## config.mk

```make
export PLATFORM = sky130hd
export DESIGN_NAME = adc_sample_scheduler
export DESIGN_NICKNAME = d
export VERILOG_FILES = /design/src/rtl/adc_sched_pkg.sv /design/src/rtl/adc_sample_scheduler_rr_select.sv /design/src/rtl/adc_sample_scheduler.sv
export SDC_FILE = /design/constraint.sdc
export NUM_CORES = 1
export LEC_CHECK = 0
export BUFFER_PORTS_ARGS = -buffer_cell sky130_fd_sc_hd__buf_2
export CAP_MARGIN = 20
export CORE_ASPECT_RATIO = 0.8
export CORE_MARGIN = 2
export CORE_UTILIZATION = 42
export CTS_CLUSTER_DIAMETER = 50
export DETAILED_ROUTE_END_ITERATION = 12
export PLACE_DENSITY_LB_ADDON = 0.3
export REMOVE_ABC_BUFFERS = 1
export SLEW_MARGIN = 20
export SYNTH_ARGS = -nofsm -noshare
export SYNTH_HDL_FRONTEND = slang
export SYNTH_SLANG_ARGS = --single-unit
```

## constraint.sdc

```tcl
create_clock -name clk -period 4.95 [get_ports clk]
set_clock_uncertainty 0.05 [all_clocks]
set_input_delay 0.2475 -clock clk [delete_from_list [all_inputs] [get_ports clk]]
set_output_delay 0.2475 -clock clk [all_outputs]
set_load 0.005 [all_outputs]
```

## src/rtl/adc_sched_pkg.sv

```systemverilog
// Shared types and constants for the ADC sample scheduler.
// State encoding, default result width and oversample depth.
package adc_sched_pkg;

  typedef enum logic [1:0] {
    IDLE,
    WAIT_TICK,
    CONVERT,
    OUTPUT
  } state_t;

  localparam int ADC_DATA_W   = 12;
  localparam int OVERSAMPLE_N = 4;

endpackage

```

## src/rtl/adc_sample_scheduler_rr_select.sv

```systemverilog
// Round-robin finder: nearest set mask bit strictly after ptr.
// Wraps at NUM_CH; ptr itself is checked last.
module rr_select #(
  parameter  int NUM_CH = 8,
  localparam int CW     = $clog2(NUM_CH)
) (
  input  logic [NUM_CH-1:0] mask,
  input  logic [CW-1:0]     ptr,
  output logic [CW-1:0]     sel,
  output logic              found
);

  logic [CW-1:0] ix;

  // Scan farthest to nearest so the nearest hit is written last.
  always_comb begin
    sel   = '0;
    found = 1'b0;
    ix    = '0;
    for (int i = NUM_CH; i >= 1; i--) begin
      ix = CW'((int'(ptr) + i) % NUM_CH);
      if (mask[ix]) begin
        sel   = ix;
        found = 1'b1;
      end
    end
  end

endmodule

```

## src/rtl/adc_sample_scheduler.sv

```systemverilog
// ADC sequencer: rate divider, round-robin channel pick, one
// handshaked sample per tick. ADC_SCHED_OVERSAMPLE_EN: 4-sample average.
module adc_sample_scheduler
  import adc_sched_pkg::*;
#(
  parameter  int NUM_CH = 8,
  parameter  int DIV_W  = 16,
  parameter  int DATA_W = ADC_DATA_W,
  localparam int CW     = $clog2(NUM_CH)
) (
  input  logic              clk,
  input  logic              rst_n,
  input  logic              enable,
  input  logic [DIV_W-1:0]  div_cfg,
  input  logic [NUM_CH-1:0] ch_mask,
  output logic              adc_req,
  output logic [CW-1:0]     adc_ch,
  input  logic              adc_done,
  input  logic [DATA_W-1:0] adc_data,
  output logic [DATA_W-1:0] s_data,
  output logic [CW-1:0]     s_ch,
  output logic              s_valid,
  input  logic              s_ready,
  output logic              overrun,
  input  logic              overrun_clr
);

  state_t             state, state_d;
  logic [DIV_W-1:0]   div_cnt;
  logic               tick;
  logic [CW-1:0]      rr_ptr;
  logic [CW-1:0]      sel;
  logic               sel_found;
  logic               start;
  logic               capture;
  logic               release_s;
  logic               req_d;
  logic               last_conv;
  logic [DATA_W-1:0]  sample;

  // Count above a shrunken div_cfg also fires, so a new period applies at once.
  assign tick = enable && (div_cnt >= div_cfg);

  rr_select #(.NUM_CH(NUM_CH)) u_rr (
    .mask  (ch_mask),
    .ptr   (rr_ptr),
    .sel   (sel),
    .found (sel_found)
  );

`ifdef ADC_SCHED_OVERSAMPLE_EN
  localparam int OSW = $clog2(OVERSAMPLE_N);

  logic [OSW-1:0]        os_cnt;
  logic [DATA_W+OSW-1:0] acc;
  logic [DATA_W+OSW-1:0] acc_sum;

  assign acc_sum   = acc + (DATA_W+OSW)'(adc_data);
  assign sample    = acc_sum[DATA_W+OSW-1:OSW];
  assign last_conv = (os_cnt == OSW'(OVERSAMPLE_N - 1));

  // Burst accumulator, cleared whenever a new channel is picked.
  always_ff @(posedge clk or negedge rst_n) begin
    if (!rst_n) begin
      os_cnt <= '0;
      acc    <= '0;
    end else if (start) begin
      os_cnt <= '0;
      acc    <= '0;
    end else if (state == CONVERT && adc_done) begin
      os_cnt <= os_cnt + OSW'(1);
      acc    <= acc_sum;
    end
  end
`else
  assign sample    = adc_data;
  assign last_conv = 1'b1;
`endif

  // Rate divider: free-runs only while enabled.
  always_ff @(posedge clk or negedge rst_n) begin
    if (!rst_n)
      div_cnt <= '0;
    else if (!enable || tick)
      div_cnt <= '0;
    else
      div_cnt <= div_cnt + DIV_W'(1);
  end

  // State register.
  always_ff @(posedge clk or negedge rst_n) begin
    if (!rst_n)
      state <= IDLE;
    else
      state <= state_d;
  end

  // Next state and datapath strobes.
  always_comb begin
    state_d   = state;
    start     = 1'b0;
    capture   = 1'b0;
    release_s = 1'b0;
    req_d     = 1'b0;
    unique case (state)
      IDLE: begin
        if (enable)
          state_d = WAIT_TICK;
      end
      WAIT_TICK: begin
        if (!enable) begin
          state_d = IDLE;
        end else if (tick && sel_found) begin
          start   = 1'b1;
          req_d   = 1'b1;
          state_d = CONVERT;
        end
      end
      CONVERT: begin
        if (adc_done) begin
          if (last_conv) begin
            capture = 1'b1;
            state_d = OUTPUT;
          end else begin
            req_d = 1'b1;
          end
        end
      end
      OUTPUT: begin
        if (s_ready) begin
          release_s = 1'b1;
          state_d   = enable ? WAIT_TICK : IDLE;
        end
      end
      default: state_d = IDLE;
    endcase
  end

  // Request pulse, channel hold, output register and rr pointer.
  always_ff @(posedge clk or negedge rst_n) begin
    if (!rst_n) begin
      adc_req <= 1'b0;
      adc_ch  <= '0;
      s_data  <= '0;
      s_ch    <= '0;
      s_valid <= 1'b0;
      rr_ptr  <= CW'(NUM_CH - 1);
    end else begin
      adc_req <= req_d;
      if (start)
        adc_ch <= sel;
      if (capture) begin
        s_data  <= sample;
        s_ch    <= adc_ch;
        s_valid <= 1'b1;
        rr_ptr  <= adc_ch;
      end else if (release_s) begin
        s_valid <= 1'b0;
      end
    end
  end

  // Sticky overrun on ticks that arrive while busy; clear has priority.
  always_ff @(posedge clk or negedge rst_n) begin
    if (!rst_n)
      overrun <= 1'b0;
    else if (overrun_clr)
      overrun <= 1'b0;
    else if (tick && (state == CONVERT || state == OUTPUT))
      overrun <= 1'b1;
  end

endmodule
```

# == Word level (Yosys, flattened, before mapping) ==
# Index checks and enable logic that the tools add are counted.
# word_totals
ff_bits,42
input_bits,42
out_inout_bits,21
wordCells,95
# op_classes
n_lt_le_gt_ge,9
muxes,51
n_reduce_logical,10
n_eq_ne,7
add_sub_neg,9
# ops
cell,n
$lt 3x4->1 const B,8
$mux 1,28
$bmux 1 s3,8
$mux 3,8
$add 16x1->16 const B,1
$ge 16x16->1,1
$mux 16,1
$add 3x3->3 const B,4
$mux 2,5
$pmux 2 s4,1
$add 3x1->3 const B,2
$add 3x2->3 const B,2
$ne 2x2->1 const B,3
$eq 2x2->1 const B,2
$reduce_and 4->1,1
$reduce_bool 2->1,2
$logic_and 1x1->1,3
$ne 3x3->1 const B,1
$eq 2x1->1 const B,1
$logic_not 2->1,1
$logic_or 1x1->1,2
$logic_not 1->1,1

# == Logic depth before layout (Yosys ltp) ==
# logic_depth
word_depth,15
mapped_depth,12
ltp_nobuf,9

# == Modules after synthesis ==
# A second synthesis with hierarchy kept.
# unflattened
cells_unflattened,304
hier_area_um2,2852.7
# modules_own_cells
module,seq_area_each_um2,instances,cells_per_inst,area_each_um2
adc_sample_scheduler,1054.8,1,227,2178.3
rr_select,0.0,1,77,674.4

# == Worst setup path before layout ==
# No wires, ideal clock.
# synth_timing
kind,reg2reg
start,reg rr_ptr[0]
end,reg adc_ch[1]
path_stages_with_launch,12
setup_slack_ns,2.069
t_required_ns,4.775
setup_time_ns,0.125
arrival_ns,2.706
path_buffers,2
period_less_slack_ns,2.881
path_cell_list,dfstp_2 > buf_6 > buf_12 > inv_1 > ha_1 > inv_1 > mux4_2 > a32oi_1 > or3b_1 > a21oi_1 > o32a_1 > mux2_4
# synth_via
elab_chain_cells,15
word_cells_on_any_way,44
cone_classes,add/sub (8); mux (35); reduce/logical (1)
# synth_lines
element,line_no,rtl
from (decl),adc_sample_scheduler.sv:31,logic [CW-1:0] rr_ptr;
from (signal assigned),adc_sample_scheduler.sv:147,rr_ptr <= CW'(NUM_CH - 1);
from (signal assigned),adc_sample_scheduler.sv:156,rr_ptr <= adc_ch;
$add 3x1->3,adc_sample_scheduler_rr_select.sv:21,ix = CW'((int'(ptr) + i) % NUM_CH);
$bmux 1 s3,adc_sample_scheduler_rr_select.sv:22,if (mask[ix]) begin
$mux 1 (implied by the code),adc_sample_scheduler_rr_select.sv:22,
$mux 1 (8 in a row),adc_sample_scheduler_rr_select.sv:22,
$logic_and 1x1->1,adc_sample_scheduler.sv:113,end else if (tick && sel_found) begin
$mux 1,adc_sample_scheduler.sv:113,
$mux 1,adc_sample_scheduler.sv:111,if (!enable) begin
$mux 1,n/a,
to (signal assigned),adc_sample_scheduler.sv:151,adc_ch <= sel;
to (decl),adc_sample_scheduler.sv:17,"output logic [CW-1:0] adc_ch,"
# Parallel ways exist; a longest one is shown, timed or not. The select of a mux whose other input is x is not followed.
# A chain may end at the register's enable or synchronous reset.

# == Final worst setup path ==
# layout_timing
start,reg rr_ptr[1]
end,reg adc_ch[1]
# Same word-level chain as after synthesis.

==> impl_metrics.csv <==
group,metric,value,unit
layout,nNetsFinal,454,
timing,tns,0,ns
floorplanning,die_x,98.99,um
route,drc_errors,0,
place,dp_cells,473,
timing,slew_headroom,37.76,%
timing,rsz0062_at_grt,"false",
layout,layout.cells.non_filler,481,
timing,slew_viol_final,0,
critical_path,r2r_cells,7,
timing,timing.final.crit_share,69.04,%
timing,fmax,292.6,MHz
critical_path,cp_top_family,"multiplexers",
cts,cts_tree,"yes",
place,port_buffers,62,
critical_path,r2r-end,"adc_ch[1]",
synth,syn-cell-area,3032,um^2
critical_path,required,5.10,ns
place,place_area,3337,um^2
timing,final_hold_viol_count,0,
critical_path,crit-reg2reg-launch,"rr_ptr[1]",
critical_path,cp-start-kind,"register",
layout,diodes,0,
critical_path,regToRegSetupSlack,1.53,ns
synth,async_flop_share,100.0,%
pwr,ir_drop,126.7,uV
route,wl,6773,um
layout,drive_gt1_share,22.08,%
route,first_pass_iters,5,
critical_path,path_buf_inv,1,
grt,track_usage,17.91,%
grt,gr-total-overflow,0,
route,num_vias,2611,
floorplanning,rows,27,
layout,num-fill-cells,668,
cts,cts_buffers,5,
route,drtAntennaViolNets,0,
synth,syn_avg_cell_area,8.943,um^2
cts,post_cts_resize_count,0,
floorplanning,die_y,79.99,um
timing,setup_viol,0,
critical_path,cp_data_arrival_time,3.57,ns
cts,htree_levels,2,
critical_path,cpMaxStageDelayCell,"dfstp_2",
critical_path,critical-path-max-stage-delay,0.76,ns
floorplanning,io_pins,63,
synth,yosysSeqAreaShare,34.79,%
synth,synth_seq_cells,42,
pwr,power_leakage,0.001873,uW
grt,antenna_found_initial,0,
critical_path,path_class,"register to register",
layout,area_growth,13.95,%
critical_path,path_max_fanout,20,
critical_path,path_cells,"inv_1, ha_1, mux4_1, mux2i_1, nand2_1, o32a_1, mux2_4",
route,routedWlPerCell,14.08,um
floorplanning,floorplan.die_area,7918,um^2
timing,worst_pin_slew,0.9336,ns
place,dp_hpwl,5138,um
place,gp_congestion,0.8428,
run_status,status,"finished clean",
synth,synth.distinct_cells,55,
pwr,powerDensity,297.0,nW/um^2
worst_hold_path,hold_path_class,"primary input to asynchronous set/reset pin",
flow_run,max-cap-violations,0,
cts,path_clk_slew,0.10,ns
grt,grt_pass1_vias,2430,
cts,cts_sinks,42,
grt,grt_max_degree,43,
synth,synth_top_flop_cell,"dfrtp_1",
floorplanning,start_util,43.78,%
cts,post-cts-setup-buffer-count,0,
route,first_iter_violations,116,
synth,ys_warn_count,0,
floorplanning,core_area,6925,um^2
synth,syn_inst,339,
timing,fin_crit,3.418,ns
route,viasPerCell,5.428,
critical_path,path_depth,7,
cts,cts_hold_buf,0,
cts,root_buffer,"clkbuf_8",
cts,clock_path_buffers,2,
synth,synth_edf_count,0,
critical_path,critPathCaptureType,"register",
cts,clock_latency,0.30,ns
grt,grt_pass1_wl,11570,um
layout,postLayoutCellArea,3455,um^2
layout,final_util,49.88,%
[Yosys cell counts (all sizes together), types with 2 or more instances]
| library cell | instances | area [um^2] |
|---|---|---|
| nand3 | 9 | 45.04 |
| mux4 | 8 | 191.4 |
| mux2 | 7 | 82.57 |
| inv | 26 | 97.59 |
| xor2 | 10 | 95.10 |
| and3 | 3 | 18.77 |
| nor3 | 6 | 30.03 |
| xnor2 | 3 | 26.28 |
| a31oi | 4 | 25.02 |
| ha | 19 | 237.7 |
| mux2i | 16 | 163.9 |
| o21ai | 18 | 90.08 |
| clkbuf | 9 | 47.55 |
| o211a | 2 | 20.02 |
| or3 | 3 | 18.77 |
| a21oi | 11 | 55.05 |
| buf | 6 | 66.31 |
| dfrtp | 39 | 975.9 |
| a21o | 3 | 22.52 |
| and2 | 2 | 12.51 |
| a211oi | 2 | 15.01 |
| o22ai | 2 | 12.51 |
| nor3b | 2 | 15.01 |
| dfstp | 3 | 78.83 |
| a221oi | 3 | 26.28 |
| nor2 | 30 | 112.6 |
| o31ai | 2 | 15.01 |
| nand2 | 68 | 255.2 |
| nand4 | 7 | 43.79 |
[worst reg2reg max path: cells and delay by family (launching register included)]
kind | cells | cell delay (ns)
muxes | 3 | 1.31
DFF | 1 | 0.76
adders and majority gates | 1 | 0.61
AOI/OAI and AO/OA | 1 | 0.29
buffers and inverters | 1 | 0.20
and+or+nand+nor | 1 | 0.09
[layer usage]
layer / GRT usage, % / vias up / part of all wire [%] / routed length (um)
li1: - / 1294 / - / -
met2: 27.77 / 64 / 43 / 2930
met3: 3.503 / 6 / 5.5 / 372
met1: 25.91 / 1247 / 51 / 3421
met5: 0 / - / 0 / 0
met4: 4.110 / 0 / 0.71 / 48
[flip-flops by register name (all words and copies together) (netlist names), named ones only]
register	count
rr_ptr	3
s_ch	3
s_valid	1
adc_ch	3
s_data	12
state	1
overrun	1
adc_req	1
div_cnt	16
[layout make-up]
class | instances | area [um^2] | share of cell area [%]
repair buffers | 62 | 310.3 | 8.982
flip-flops and latches | 42 | 1055 | 30.53
well taps | 87 | 108.9 | 3.151
clock buffers | 5 | 68.82 | 1.992
inverters | 27 | 101.3 | 2.934
multi-input cells | 255 | 1762 | 51.00
clock inverters | 3 | 48.80 | 1.413
[cell usage in the layout, fill, tap and decap left out, types with 4 or more instances in the layout]
cell and count:
nand2_1 68, buf_2 62, dfrtp_1 39, nor2_1 30, inv_1 26, ha_1 19, o21ai_0 17, mux2i_1 15
a21oi_1 11, nand3_1 9, xor2_1 9, nand4_1 7, nor3_1 6, mux2_2 6, mux4_2 5, clkbuf_8 5
a31oi_1 4
[through the flow]
stage	setup WS [ns]	total power (uW)	hold slack (ns)
finish	1.532	1026	0.02453
global route	1.281	1092	0.04960
CTS	1.546	1031	0.03546
detailed placement	1.587	741.2	0.3601
global placement	1.635	737.4	0.3589
floorplan	1.879	641.8	-0.09809
[where the power goes]
part / internal [uW] / total, uW / leakage [uW] / switching, uW
combinational: 157 / 336 / 0.00126 / 178
sequential: 365 / 401 / 0.000558 / 36.0
clock: 154 / 289 / 0.0000563 / 135
[worst max-delay path by stage]
| stage | to | slack (ns) | from |
|---|---|---|---|
| 2_1_floorplan | adc_ch[1] | 1.88 | rr_ptr[0] |
| 5_1_grt | adc_ch[1] | 1.28 | rr_ptr[1] |
| 3_5_place_dp | adc_ch[1] | 1.59 | rr_ptr[1] |
| 3_3_place_gp | adc_ch[1] | 1.63 | rr_ptr[1] |
| 6_report | adc_ch[1] | 1.53 | rr_ptr[1] |
| 4_1_cts | adc_ch[1] | 1.55 | rr_ptr[1] |
[kinds of logic after synthesis]
family / after synthesis / share of synthesized area [%]
AO/OA/AOI/OAI: 57 / 12.30
XOR/XNOR: 13 / 4.004
adder cells (fa/ha/maj): 19 / 7.842
buffers and inverters: 42 / 7.098
flip-flops: 42 / 34.79
multiplexers: 31 / 14.44
AND/OR/NAND/NOR: 135 / 19.52
No activity file was read; power rests on OpenSTA's default activity.
